--- src/rtl/empacota_4pra8.sv ---
// Packs two consecutive 4-bit BCD digits into one 8-bit score byte.
// A valid/ready handshake is used on both the nibble input and the byte output.
module empacota_4pra8 #(
    parameter int ORDEM        = 0, // 0: first nibble -> [3:0]; 1: first nibble -> [7:4]
    parameter int VERIFICA_BCD = 1  // 1: nibble codes above 9 are consumed and dropped
) (
    input  logic       clk,
    input  logic       reset_n,
    input  logic       limpa,
    input  logic [3:0] nib_in,
    input  logic       nib_valid,
    output logic       nib_ready,
    output logic [7:0] byte_out,
    output logic       byte_valid,
    input  logic       byte_ready,
    output logic       erro_bcd
);

    localparam logic [1:0] ESPERA_1 = 2'd0;
    localparam logic [1:0] ESPERA_2 = 2'd1;
    localparam logic [1:0] CHEIO    = 2'd2;

    logic [1:0] state;
    logic [1:0] state_next;
    logic [3:0] primeiro;
    logic [3:0] primeiro_next;
    logic [7:0] byte_next;
    logic       valid_next;
    logic       erro_next;
    logic       nib_xfer;
    logic       byte_xfer;
    logic       invalido;
    logic [7:0] empacotado;

    // The ready signal depends on the state only, so the producer never sees byte_ready ripple through.
    assign nib_ready  = (state != CHEIO);
    assign nib_xfer   = nib_valid && nib_ready;
    assign byte_xfer  = byte_valid && byte_ready;
    assign invalido   = (VERIFICA_BCD != 0) && (nib_in > 4'd9);
    assign empacotado = (ORDEM != 0) ? {primeiro, nib_in} : {nib_in, primeiro};

    always_comb begin
        // NOTE: every output of this block gets a default first, so no path leaves one unassigned and infers a latch.
        state_next    = state;
        primeiro_next = primeiro;
        byte_next     = byte_out;
        valid_next    = byte_valid;
        erro_next     = 1'b0;

        if (limpa) begin
            // Clear wins over any transfer on the same edge; that transfer counts as not accepted.
            state_next    = ESPERA_1;
            primeiro_next = 4'h0;
            byte_next     = 8'h00;
            valid_next    = 1'b0;
        end else begin
            case (state)
                ESPERA_1: begin
                    if (nib_xfer) begin
                        if (invalido) begin
                            erro_next = 1'b1;
                        end else begin
                            primeiro_next = nib_in;
                            state_next    = ESPERA_2;
                        end
                    end
                end
                ESPERA_2: begin
                    if (nib_xfer) begin
                        if (invalido) begin
                            erro_next = 1'b1;
                        end else begin
                            byte_next  = empacotado;
                            valid_next = 1'b1;
                            state_next = CHEIO;
                        end
                    end
                end
                CHEIO: begin
                    // byte_out keeps its last value after the handoff until the next packing.
                    if (byte_xfer) begin
                        valid_next = 1'b0;
                        state_next = ESPERA_1;
                    end
                end
                default: begin
                    valid_next = 1'b0;
                    state_next = ESPERA_1;
                end
            endcase
        end
    end

    always_ff @(posedge clk or negedge reset_n) begin
        // NOTE: every state register has a reset value, because the output byte must read 0 straight out of reset.
        if (!reset_n) begin
            state      <= ESPERA_1;
            primeiro   <= 4'h0;
            byte_out   <= 8'h00;
            byte_valid <= 1'b0;
            erro_bcd   <= 1'b0;
        end else begin
            // NOTE: non-blocking assignments, so every register samples the pre-edge values of the others.
            state      <= state_next;
            primeiro   <= primeiro_next;
            byte_out   <= byte_next;
            byte_valid <= valid_next;
            erro_bcd   <= erro_next;
        end
    end

endmodule

--- config.mk ---
export PLATFORM = sky130hd
export DESIGN_NAME = empacota_4pra8
export DESIGN_NICKNAME = d
export VERILOG_FILES = /design/src/rtl/empacota_4pra8.sv
export SDC_FILE = /design/constraint.sdc
export NUM_CORES = 1
export LEC_CHECK = 0
export ABC_AREA = 1
export CAP_MARGIN = 40
export CORE_MARGIN = 8
export CORE_UTILIZATION = 48
export DETAILED_ROUTE_END_ITERATION = 6
export GPL_TIMING_DRIVEN = 0
export PLACE_DENSITY = 0.91
export SYNTH_ARGS = -nofsm -noshare
export SYNTH_HDL_FRONTEND = slang
export SYNTH_SLANG_ARGS = --single-unit
--- constraint.sdc ---
create_clock -name clk -period 2.5 [get_ports clk]
set_input_delay 0.5 -clock clk [delete_from_list [all_inputs] [get_ports clk]]
set_output_delay 0.5 -clock clk [all_outputs]
set_load 0.01 [all_outputs]
==> results <==
- The worst setup path is launched from a flip-flop.
- The initialized floorplan defines 14 standard-cell rows.
- The setup slack of the worst register-to-register path is around 1200 ps.
- The share of final-layout standard cells stronger than drive strength 1 is 0.08182.
- For this run, the register share of the synthesized area comes to 0.5546.
- At the pin with the least slew margin, the transition time is 690.6 ps.
- The count of different cell masters after synthesis is 14.
- The yosys synthesis warning count is 0.
- In this run, synthesis inferred 0 flip-flops with an integrated enable.
- In this run the most critical hold path is launched from byte_out[6].
- After legalization and detailed placement, the total HPWL measured 1170 µm.
- The placeable core region is 1454 µm².
- The deepest level of the CTS H-tree is 1.
- The synthesized area divided by synthesized cell count is 8.204 µm².
- The remaining max-slew budget at the tightest pin is 0.5382.
- Counting instances in the post-synthesis netlist gives the leading cell types as nand2_1 (34), dfrtp_1 (16), o21ai_1 (10).
- The number of pins exceeding their max-slew limit in the final report came to 0.
- The worst hold path terminates at byte_out[6].
- The worst hold path depth is 2.
- For this design the ratio of total power to cell area is 636.0 nW/µm².
- The number of cells on the worst reg-to-reg path is 5.
- Once placement completed, the tool counted placed cells totaling about 120.
- After layout, the design draws a total of 0.6072 mW.
- The post-CTS setup buffer count is 0.
- Dividing the detail-routed wire length by the instance count gives about 12 µm.
- The number of inserted diodes is 0.
- The floorplan step defined a die boundary enclosing about 3000 µm².
- Clock-pin slew was measured on the worst setup and hold paths at 90 ps.
- The power share of the clock group is 0.215.
- The share of total power in combinational logic is 0.270.
- Data on the critical path arrives at its endpoint at 1410 ps.
- The final standard cell count with taps included and fillers excluded is 126.
- The launching point of the worst reg2reg path is state[0].
- For this configuration, the core starts out at a cell density of 0.4966.
- Sorting the synthesized cells by area gives the leading types as dfrtp_1 (55%), nand2_1 (18%), o21ai_1 (6.9%).
- Entering global routing, the biggest net connects 17 pins.
- The share of total power dissipated in sequential elements is 0.515.
- The hold violation total from the final report is 0.
- The clock network latency to the later pin of the worst-skew pair is about 280 ps.
- VDD sags by at most 0.4501 mV.
- The number of hold buffers added after cts is 0.
- The top-area cell type share of the netlist area is 0.5546.
- The worst hold-check slack is 479.6 ps.
- Of the total synthesized cell area, the portion taken by full adders, half adders and majority gates is 0.
- The switching power total is 0.1824 mW.
- The category of the most critical setup path is reg2out.
- Derived from the worst setup path, the maximum achievable clock frequency is around 520 MHz.
- After clock tree synthesis, the repair step resized 0 gates.
- The number of input and output port buffers inserted is 19.
- The accumulated negative setup slack is 0 ps.
- The number of nets in the synthesized netlist is 97.
- Global routing finished with a remaining overflow of 0.
- The XOR/XNOR share of the synthesized area is 0.
- Of the total power, the share spent switching nets is 0.3004.
- The CTS buffer count is 3.
- Measured along the y axis, the die boundary spans roughly 55 µm.
- After synthesis, the share of flip-flops with an asynchronous set or reset is 1.000.
- The portion of the clock cycle consumed by the worst path in the final layout is 0.7631.
- Using the TritonRoute via totals, the vias-per-cell ratio works out to about 5.0.
- The via count is 626.
- The count of nets left with antenna violations once routing finished came out at 0.
- Of the total synthesized cell area, the portion taken by AND, OR, NAND and NOR gates is 0.3033.
- Setup repair after global routing left no endpoint under its margin.
- Of all nets on the critical path, the largest fanout is 5.
- The flow ran to the end, and the final reports show no timing, DRC or antenna violations.
- The most used standard cell by instance count after synthesis is nand2_1.
- The number of nets in the finished design is 121.
- The total routed wirelength is 1554 µm.
- From left edge to right edge, the die measures 54.78 µm.
- In the synthesized netlist, the number of instances is approximately 90.
- The internal power component is 0.4248 mW.
- The first global-routing pass estimated 2635 µm of wire.
- The cell accounting for the most synthesized area is dfrtp_1.
- The number of clock sinks is 16.
- The initial antenna violation count is 0.
- The count of endpoints failing setup in the final report is 0.
- The global placer's final weighted congestion is between 0.8 and 0.9.
- The number of max-cap violations is 0.
- After the first detailed-routing iteration, the DRC count stood at 9.
- Data on the critical path is required at its endpoint by about 2000 ps.
- The first detailed-routing pass took 4 iterations.
- Counting along the longest clock path gives a buffer depth of 2.
- The predominant post-synthesis flop cell is dfrtp_1.
- The via count of the first global-routing pass is 615.
- The critical register-to-register path endpoint is byte_out[7].
- TritonCTS built the clock tree.
- The mapped netlist covers 721.9 µm².
- The core occupancy in the finished layout is 0.6566.
- The root buffer cell chosen for the clock tree is clkbuf_4.
- The minimum clock period is about 1900 ps.
- In the routed design, unresolved DRC markers number 0.
- The area fraction in compound gates after synthesis is 0.09012.
- The analysis attributes to cell leakage a power of 0.4983 nW.
- The dominant combinational cell family by area after synthesis is simple AND/OR/NAND/NOR gates.
- The multiplexer share of the synthesized area is 0.
- The area added between synthesis and finish is 32.24%.
- The count of state elements after synthesis is 16.
- Pin placement for this block handled 20 I/O pins.
- For the final database, setup skew stands at roughly 2 ps.
- The endpoint kind of the worst setup timing path is an output pin.
- Across every metal layer, demand over resource in global routing totals 0.1189.
- The path class of the lowest-slack min-delay path is reg2reg.
## sequential cells by signal, indices dropped and copies added (netlist names)
signal / count
byte_valid: 1
byte_out: 8
state: 2
erro_bcd: 1
primeiro: 4
## kinds of logic after synthesis
logic type,Yosys count
simple gates,51
flops,16
compound gates,13
buf+inv,8
## worst max-delay path, stage by stage, from the launching register on
cell and delay, ps:
dfrtp_1 430, nand2_1 140, clkdlybuf4s50_1 550
## metrics by stage
step	cell area (µm²)	setup slack (ps)
6_report	954.7	592.4
5_1_grt	954.7	519.6
4_1_cts	954.7	593.1
3_5_place_dp	932.1	670.7
3_3_place_gp	932.1	686.5
2_1_floorplan	721.9	1338
## per-layer routing
metal	up-vias	wire length [µm]	GRT usage
met1	286	741	0.1447
met4	0	12	0.04918
met5	-	0	0
met2	17	671	0.1906
met3	2	129	0.03533
li1	321	-	-
## power by group through the flow
stage / Combinational (mW) / Sequential (mW) / Clock (mW)
after floorplan: 0.0768 / 0.325 / 0
after CTS: 0.166 / 0.313 / 0.131
after global routing: 0.183 / 0.317 / 0.150
final: 0.164 / 0.313 / 0.130
after detailed placement: 0.165 / 0.318 / 0
after global placement: 0.161 / 0.316 / 0
## placed cells by master, fill, tap and decap left out
cell type        instances
nand2_1                 34
clkdlybuf4s50_1         19
inv_2                    1
clkbuf_4                 3
o21ai_1                 10
dfrtp_1                 16
buf_6                    1
nand2_2                  1
nand2_4                  1
nor2_4                   1
nor2_1                   7
o21ai_0                  3
nand3_1                  4
inv_1                    6
nor2_2                   1
nor3_1                   2
## area by class of cell
type / instances / area, µm²
repair buffers: 19 / 190.2
clock buffers: 3 / 22.52
inverters: 7 / 26.28
well taps: 16 / 20.02
flip-flops and latches: 16 / 400.4
plain buffers: 1 / 11.26
fillers: 123 / 499.2
multi-input cells: 64 / 284.0
## worst max-delay path by stage
stage | startpoint | end | slack [ps]
global route | state[1] | nib_ready | 520
finish | state[1] | nib_ready | 590
global placement | limpa | byte_out[4] | 690
CTS | state[1] | nib_ready | 590
floorplan | nib_in[1] | primeiro[1] | 1340
detailed placement | limpa | byte_out[7] | 670
(Power assumes the default switching activity.)
